## src/rtl/decode_stage.sv

```systemverilog
// MIPS decode register stage: one-deep valid/ready buffer that splits the
// instruction into fields and registers the immediate-extender select.
module decode_stage #(
  parameter int unsigned CNT_W = 32
) (
  input  logic             clk,
  input  logic             rst_n,
  input  logic             in_valid,
  input  logic [31:0]      in_instr,
  input  logic [31:0]      in_pc,
  output logic             in_ready,
  input  logic             flush,
  output logic             out_valid,
  input  logic             out_ready,
  output logic [31:0]      out_pc,
  output logic [4:0]       rs,
  output logic [4:0]       rt,
  output logic [4:0]       rd,
  output logic [15:0]      imm16,
  output logic [1:0]       ext_op,
  output logic [5:0]       opcode,
  output logic [5:0]       funct,
  output logic             illegal,
  output logic [CNT_W-1:0] dec_count
);

  logic             valid_q, valid_d;
  logic [31:0]      instr_q, instr_d;
  logic [31:0]      pc_q, pc_d;
  logic [1:0]       ext_op_q, ext_op_d;
  logic             illegal_q, illegal_d;
  logic [CNT_W-1:0] count_q, count_d;
  logic             load;
  logic             handshake;
  logic [1:0]       ext_dec;
  logic             ill_dec;

  assign in_ready  = !valid_q || out_ready;
  assign load      = in_valid && in_ready && !flush;
  assign handshake = valid_q && out_ready && !flush;

  always_comb begin
    ext_dec = 2'b00;
    ill_dec = 1'b0;
    case (in_instr[31:26])
      6'h08, 6'h09, 6'h0A, 6'h0B,
      6'h23, 6'h2B, 6'h04, 6'h05: ext_dec = 2'b01;
      6'h0C, 6'h0D, 6'h0E,
      6'h02, 6'h03:               ext_dec = 2'b00;
      6'h0F:                      ext_dec = 2'b10;
      6'h00: begin
        // only the constant shifts use the shamt field
        if (in_instr[5:0] == 6'h00 || in_instr[5:0] == 6'h02 ||
            in_instr[5:0] == 6'h03)
          ext_dec = 2'b11;
      end
      default:                    ill_dec = 1'b1;
    endcase
  end

  always_comb begin
    valid_d   = valid_q;
    instr_d   = instr_q;
    pc_d      = pc_q;
    ext_op_d  = ext_op_q;
    illegal_d = illegal_q;
    count_d   = count_q;
    if (handshake)
      count_d = count_q + CNT_W'(1);
    if (load) begin
      instr_d   = in_instr;
      pc_d      = in_pc;
      ext_op_d  = ext_dec;
      illegal_d = ill_dec;
    end
    if (flush)
      valid_d = 1'b0;
    else if (load)
      valid_d = 1'b1;
    else if (valid_q && out_ready)
      valid_d = 1'b0;
  end

  always_ff @(posedge clk or negedge rst_n) begin
    if (!rst_n) begin
      valid_q   <= 1'b0;
      instr_q   <= '0;
      pc_q      <= '0;
      ext_op_q  <= '0;
      illegal_q <= 1'b0;
      count_q   <= '0;
    end else begin
      valid_q   <= valid_d;
      instr_q   <= instr_d;
      pc_q      <= pc_d;
      ext_op_q  <= ext_op_d;
      illegal_q <= illegal_d;
      count_q   <= count_d;
    end
  end

  assign out_valid = valid_q;
  assign out_pc    = pc_q;
  assign opcode    = instr_q[31:26];
  assign rs        = instr_q[25:21];
  assign rt        = instr_q[20:16];
  assign rd        = instr_q[15:11];
  assign imm16     = instr_q[15:0];
  assign funct     = instr_q[5:0];
  assign ext_op    = ext_op_q;
  assign illegal   = illegal_q;
  assign dec_count = count_q;

endmodule

```

## config.mk

```make
export PLATFORM = sky130hd
export DESIGN_NAME = decode_stage
export DESIGN_NICKNAME = d
export VERILOG_FILES = /design/src/rtl/decode_stage.sv
export SDC_FILE = /design/constraint.sdc
export NUM_CORES = 1
export LEC_CHECK = 0
export CAP_MARGIN = 30
export CORE_ASPECT_RATIO = 1.4
export CORE_MARGIN = 1.5
export CORE_UTILIZATION = 38
export DETAILED_ROUTE_END_ITERATION = 12
export PLACE_DENSITY = 0.83
export REMOVE_ABC_BUFFERS = 1
export SYNTH_ARGS = -nofsm -noshare
export SYNTH_HDL_FRONTEND = slang
export SYNTH_SLANG_ARGS = --single-unit
```

## constraint.sdc

```tcl
create_clock -name clk -period 1.4 [get_ports clk]
set_input_delay 0.28 -clock clk [delete_from_list [all_inputs] [get_ports clk]]
set_output_delay 0.28 -clock clk [all_outputs]
set_load 0.01 [all_outputs]
```

# Word level (Yosys, flattened, before mapping)

Index checks and enable logic that the tools add are counted.

Output and inout bits: 112
Flip-flop bits (word level): 100
Word-level logic and storage cells: 43
Input port bits: 69

Equality and inequality tests: 16
Reduce and logical (&&, ||, !) cells: 14
Mux-type cells: 6
Add/sub/neg operators: 1

Operators by type and width:

| cell                    | count |
|---|---|
| $eq A6 B4 Y1 const B    | 8 |
| $add A32 B1 Y32 const B | 1 |
| $eq A6 B2 Y1 const B    | 4 |
| $reduce_or A15 Y1       | 1 |
| $eq A6 B3 Y1 const B    | 2 |
| $eq A6 B6 Y1 const B    | 2 |
| $logic_not A6 Y1        | 2 |
| $reduce_or A8 Y1        | 1 |
| $pmux W2 S3             | 1 |
| $logic_and A1 B1 Y1     | 4 |
| $mux W1                 | 4 |
| $logic_or A1 B1 Y1      | 3 |
| $reduce_bool A3 Y1      | 1 |
| $logic_not A1 Y1        | 2 |
| $mux W2                 | 1 |

# Longest topological paths before layout

Gate-level depths: netlist (run 1).

Depth after elaboration: 6
Depth in mapped cells: 6
Depth with buffers taken out: 5

# Worst setup path before layout (run 1)

No wires, ideal clock.

Path kind: register to register
From: register count_q[0], in the netlist dec_count[0]
To: register count_q[18], in the netlist dec_count[18]
Library setup time: 0.127 ns
Arrival: 1.525 ns
Period minus slack after synthesis: 1.652 ns
Cell stages (with the launch flop): 7
Path slack: -0.252 ns
Buffers on the path: 1
Data required time: 1.273 ns
Path through: dfrtp_1 -> ha_1 -> nand4b_2 -> nor4_4 -> buf_4 -> nand4_1 -> xnor2_1

Cells in the longest elaborated chain, start to end: 1

RTL lines:

| item                   | line | source |
|---|---|---|
| from (decl)            | 32   | `logic [CNT_W-1:0] count_q, count_d;` |
| from (signal assigned) | 98   | `count_q <= count_d;` |
| $add A32 B1 Y32        | 69   | `count_d = count_q + CNT_W'(1);` |

Every way passes these cells.
A chain may end at the register's enable or synchronous reset.

# Final worst setup path (run 1)

From: register valid_q, in the netlist out_valid
To: register pc_q[30], in the netlist out_pc[30]

Cells in the longest elaborated chain, start to end: 4

RTL lines:

| item                             | line | source |
|---|---|---|
| from (decl)                      | 27   | `logic valid_q, valid_d;` |
| from (signal assigned)           | 93   | `valid_q <= valid_d;` |
| $logic_not A1 Y1                 | 38   | `assign in_ready = !valid_q \|\| out_ready;` |
| $logic_or A1 B1 Y1               | 38   |  |
| $logic_and A1 B1 Y1 (2 in a row) | 39   | `assign load = in_valid && in_ready && !flush;` |
| to (signal assigned)             | 95   | `pc_q <= pc_d;` |
| to (decl)                        | 29   | `logic [31:0] pc_q, pc_d;` |

Every way passes these cells.

==> results.yml, run 1 <==
outcome:
  status: "complete, but fails checks"
  violations: "hold timing, setup timing"
logic_synthesis:
  syn_area_um2: 4175
  synth_seq_cells: 100
  yosysTopAreaCellShare: 0.5993
  netlist_top_cells_area: "dfrtp_1, mux2_2, xnor2_1"
  synth_top_family_by_area: "multiplexers"
  ys_seq_area_frac: 0.5993
  synth.distinct_cells: 34
  synth_fa_ha_area_frac: 0.002997
  postSynthCellCount: 297
  synth_compound_area_frac: 0.01558
  syn_avg_cell_area_um2: 14.06
  synth_area_leader_cell: "dfrtp_1"
  synthFlopType: "dfrtp_1"
  async_reset_ff_frac: 1.000
  synth_edf_count: 0
  synth.mux.area_fraction: 0.1753
  yosys.area_share.simple: 0.1064
  synthXorXnorAreaFrac: 0.06503
  yosys_warnings: 0
cts:
  cts_made_buffers: 9
  cts_tree: "built"
  cts_root_buf: "clkbuf_16"
  clock-sinks: 100
  path_clk_slew_ns: 0.07
  insertion_delay_ns: 0.33
  cts_buffer_depth: 2
  h-tree-depth: 3
sta:
  setup_slack_ns: -0.1777
  finalClockSkew_ns: 0.005988
  worst_pin_slew_ns: 0.5701
  max_freq_ghz: 0.6338
  period_minus_slack_ns: 1.578
  setup-violations-final: 92
  report.final.hold_viol_count: 9
  period_share: 1.127
  holdWs_ns: -0.02127
  slew-limit-headroom: 0.6200
  drv_slew: 0
  grt_setup_unrepaired: "true"
setup_path:
  cp-end-kind: "flop"
  crit_family: "flip-flops"
  reg2reg_slack_ns: -0.18
  rr_startpoint: "out_valid"
  critPathRequiredTime_ns: 1.62
  rr_worst_depth: 5
  worstPathArrival_ns: 1.79
  worstPathCellList: "nor2b_4, nor3b_4, buf_12, clkbuf_16, mux2_2"
  slowest_delay_ns: 0.39
  worst_setup_path_start_kind: "flop"
  cp_max_fo: 11
  r2r-end: "out_pc[30]"
  critPathBufInv: 2
  worst_path_max_delay_cell: "dfrtp_1"
  path_class: "reg2reg"
global_routing:
  gr-total-overflow: 0
  grt_pass1_vias: 3420
  grt_max_degree: 101
  antenna_found_initial: 0
  grt_pass1_wl_mm: 17.08
  grtUsageTotal: 0.1861
power_and_ir_drop:
  power_density_nw_per_um2: 1153
  p_seq_frac: 0.445
  swShare: 0.2639
  ir_drop_mv: 0.5304
  pwr-share-clk: 0.310
  internal_power_uw: 5759
  combPwrFrac: 0.244
  switchingPower_uw: 2064
  leakage_uw: 0.003266
layout:
  syn2layout_area_growth_pct: 62.57
  drive_gt1_frac: 0.3074
  antennaDiodeCount: 0
  final_util: 0.6312
  fillerInstances: 857
  final_cell_mix: "dlygate4sd2_1, dfrtp_1, clkdlybuf4s50_1"
  fin_area_um2: 6788
  nets: 593
  final_common_cell: "dlygate4sd2_1"
hold_path:
  hold_class: "in2async"
floorplan:
  floorplan.core_area_um2: 10750
  ioPinCount: 181
  initial_core_util: 0.3882
  die-area_um2: 11630
  die_h_um: 127.0
  die_x_um: 91.59
  rows: 45
placement:
  io_buffers: 180
  gp_congestion: 0.7859
  placed_area_um2: 6375
  dp_hpwl_mm: 7.800
run:
  cap_violations: 0
routing:
  avgViaCountPerCell: 4.837
  totalWireLength_mm: 10.97
  vias: 3231
  wl_per_cell_um: 16.42
  drtPass1Iterations: 4
  antenna_left: 0
  first_iter_violations: 68
  post-route-drc-count: 0
## power groups by stage
stage	clock network, uW	registers, uW	logic [uW]
4_1_cts	2480	3480	1880
6_report	2430	3480	1910
5_1_grt	2600	3540	2040
2_1_floorplan	0	3780	454
3_3_place_gp	0	3550	2030
3_5_place_dp	0	3580	2070
## sequential cells by signal, indices dropped and copies added (netlist names)
register / count
dec_count: 32
out_pc: 32
illegal: 1
instr_q: 32
ext_op: 2
out_valid: 1
## cell type report
| class | instances | area [um2] | share of cell area |
|---|---|---|---|
| multi-input cells | 173 | 1645 | 0.2424 |
| repair buffers | 235 | 2155 | 0.3174 |
| well taps | 141 | 176.4 | 0.02599 |
| clock inverters | 6 | 66.31 | 0.009770 |
| clock buffers | 9 | 225.2 | 0.03318 |
| flip-flops and latches | 100 | 2505 | 0.3690 |
| inverters | 4 | 15.01 | 0.002212 |
## per-layer routing
| metal | up-vias | track usage | part of all wire |
|---|---|---|---|
| met2 | 104 | 0.3556 | 0.56 |
| met3 | 20 | 0.03214 | 0.046 |
| met1 | 1622 | 0.1987 | 0.37 |
| met4 | 0 | 0.07813 | 0.023 |
| li1 | 1485 | - | - |
| met5 | - | 0 | 0 |
## worst register-to-register path, cell delays in order (launching register included)
cell and delay [ns]:
dfrtp_1 0.39, nor2b_4 0.15, nor3b_4 0.24, buf_12 0.18
clkbuf_16 0.18, mux2_2 0.33
## cell families after synthesis
family	Yosys count
AND/OR/NAND/NOR	67
adder cells (fa/ha/maj)	1
XOR/XNOR	31
AO/OA/AOI/OAI	9
multiplexers	65
flip-flops	100
buffers and inverters	24
## worst max path at each step
stage / startpoint / to / slack [ns] / cells after the start
after floorplan: out_valid / ext_op[1] / -2.71 / 4
after global placement: out_ready / instr_q[14] / -0.53 / 6
after detailed placement: out_ready / instr_q[23] / -0.58 / 6
after CTS: out_valid / out_pc[23] / -0.21 / 5
after global routing: out_valid / out_pc[30] / -0.24 / 5
final: out_valid / out_pc[30] / -0.18 / 5
## through the flow
step / instances / setup TNS (ns) / total power, uW / hold WS (ns) / setup WS [ns]
after floorplan: 277 / -168.24 / 4235 / -0.01559 / -2.706
after global placement: 638 / -46.34 / 5576 / 0.3751 / -0.5288
after detailed placement: 638 / -49.35 / 5646 / 0.3865 / -0.5795
after CTS: 665 / -12.39 / 7834 / 0.02849 / -0.2108
after global routing: 668 / -17.37 / 8176 / 0.05329 / -0.2373
final: 668 / -10.81 / 7824 / -0.02127 / -0.1777
## Yosys cell counts, drive strengths merged (2+ instances only)
library cell,count
and3,4
nand2b,2
dfrtp,100
nand3,14
xor2,5
nor2,8
inv,4
nor4,6
a21oi,2
nand4,13
and4,2
buf,20
nand2,11
xnor2,26
mux2,65
## repair_timing
action / CTS / global route
resized for setup: 153 / 32
setup buffers: 13 / 3
setup endpoints to repair: 204 / 104
gates cloned: 0 / 1
hold buffers: 0 / 0
pin swaps: 4 / 1
Power figures use the tool's default switching activity.
==> run 2, diff against run 1 <==
Settings changed: CORE_UTILIZATION 38 to 45, DONT_BUFFER_PORTS from default to 1, PLACE_DENSITY 0.83 to 0.69.
==> results.yml, run 2 (synthesis gave the netlist of run 1 again) <==
floorplan:
  floorplan.core_area_um2: 9029
  ioPinCount: 181
  die_x_um: 84.41
  die_h_um: 117.0
  initial_core_util: 0.4624
  die-area_um2: 9873
  rows: 41
power_and_ir_drop:
  leakage_uw: 0.002569
  p_seq_frac: 0.499
  switchingPower_uw: 1825
  ir_drop_mv: 0.9705
  p_total_uw: 7570
  power_density_nw_per_um2: 1383
  internal_power_uw: 5745
  combPwrFrac: 0.135
  swShare: 0.2411
  pwr-share-clk: 0.366
cts:
  clock-sinks: 100
  insertion_delay_ns: 0.34
  cts_buffer_depth: 2
  hold_buffers: 1
  cts_tree: "built"
  cts_made_buffers: 9
  h-tree-depth: 3
  cts_root_buf: "clkbuf_16"
  path_clk_slew_ns: 0.07
layout:
  syn2layout_area_growth_pct: 31.08
  antennaDiodeCount: 0
  final_common_cell: "dfrtp_1"
  drive_gt1_frac: 0.4613
  nets: 415
  fin_area_um2: 5473
  final_cell_mix: "dfrtp_1, mux2_4, buf_4"
setup_path:
  critPathRequiredTime_ns: 1.62
  worstPathCellList: "nor2b_4, nor3b_4, buf_6, buf_12, buf_16, mux2_4"
  slowest_delay_ns: 0.39
  worstPathArrival_ns: 1.80
  path_class: "reg2reg"
  worstSetupStartpoint: "out_valid"
  cp-end-kind: "flop"
  worst_path_max_delay_cell: "dfrtp_1"
  worst_setup_path_start_kind: "flop"
  rr_startpoint: "out_valid"
  cp_max_fo: 8
routing:
  totalWireLength_mm: 9.543
  vias: 2552
  antenna_left: 0
  drtPass1Iterations: 4
  wl_per_cell_um: 20.93
  first_iter_violations: 84
  post-route-drc-count: 0
  avgViaCountPerCell: 5.596
sta:
  period_share: 1.134
  finalClockSkew_ns: 0.009280
  grt_setup_unrepaired: "true"
  max_freq_ghz: 0.6300
  worst_pin_slew_ns: 0.3748
  slew-limit-headroom: 0.7499
  report.final.hold_viol_count: 100
  drv_slew: 0
  setup_slack_ns: -0.1873
  holdWs_ns: -0.3684
  period_minus_slack_ns: 1.587
  setup-violations-final: 87
run:
  cap_violations: 0
global_routing:
  grtUsageTotal: 0.1783
  gr-total-overflow: 0
  grt_pass1_wl_mm: 13.59
  antenna_found_initial: 0
  grt_pass1_vias: 2701
  grt_max_degree: 101
hold_path:
  hold_class: "in2async"
outcome:
  status: "complete, but fails checks"
  violations: "hold timing, setup timing"
placement:
  placed_area_um2: 4543
  place_ws_ns: -0.2261
  gp_congestion: 0.7757
  io_buffers: 0
  dp_hpwl_mm: 5.734
==> run 2: cell count changes in the layout (fill, tap and decap cells not counted), sizes merged <==
cell,change
clkdlybuf4s15,-2
dlygate4sd3,+1
buf,-6
dlymetal6s2s,-1
clkinvlp,-3
dlygate4sd2,-101
bufinv,+2
clkdlybuf4s50,-65
clkbuf,-3
==> run 2: critical path, delay by kind of cell, from the launching register on <==
family	cells	cell delay (ns)
buffers and inverters	3	0.41
and+or+nand+nor	2	0.36
DFF	1	0.39
muxes	1	0.30
==> run 2: what timing repair did <==
action                                 in CTS  in global routing
cloned                                      3                  3
endpoints found under the hold margin     101                100
gates resized for setup                    25                 74
pin swaps                                   2                  7
setup endpoints to repair                  93                 94
setup buffers                               4                  5
==> run 2: layer usage <==
layer / GRT usage / share of wire / up-vias
li1: - / - / 1130
met1: 0.1924 / 0.37 / 1306
met2: 0.3264 / 0.56 / 111
met3: 0.05189 / 0.067 / 5
met4: 0.07849 / 0.0070 / 0
met5: 0 / 0 / -
==> run 2: cell type report <==
cell class | count | area, um2
clock inverters | 5 | 100.1
multi-input cells | 173 | 1868
well taps | 107 | 133.9
clock buffers | 10 | 239.0
repair buffers | 57 | 614.3
fillers | 691 | 3556
flip-flops and latches | 100 | 2502
inverters | 4 | 15.01
==> run 2: final timing paths <==
path,to,slack (ns),cells past startpoint
max in group asynchronous,out_pc[12],1.57,0
min in group clk,out_valid,0.08,2
min reg2reg,dec_count[29],0.55,1
max reg2reg,instr_q[0],-0.19,6
min,dec_count[27],-0.37,0
max,instr_q[0],-0.19,6
==> run 2: power by group through the flow <==
stage          sequential (uW)  combinational (uW)  clock, uW
2_1_floorplan             3780                 454          0
3_3_place_gp              3800                 656          0
3_5_place_dp              3810                 688          0
4_1_cts                   3760                 820       2840
5_1_grt                   3820                1100       2930
6_report                  3780                1020       2770
==> run 2: metrics by stage <==
step	std cells	hold WS [ns]	setup TNS, ns	utilization
6_report	456	-0.3684	-11.12	0.6062
2_1_floorplan	277	-0.01559	-168.24	-
4_1_cts	450	-0.3819	-12.25	0.5668
3_5_place_dp	427	-0.01320	-14.01	0.5032
3_3_place_gp	427	-0.01301	-11.62	0.5032
5_1_grt	456	-0.3865	-15.84	0.6062
==> run 3, diff against run 2 <==
Settings changed: CORE_UTILIZATION 45 to 38, DONT_BUFFER_PORTS 1 to default, PLACE_DENSITY 0.69 to 0.83.
==> results of run 3 <==
Same layout as run 1: the final DEF is identical, and so are final timing and power.
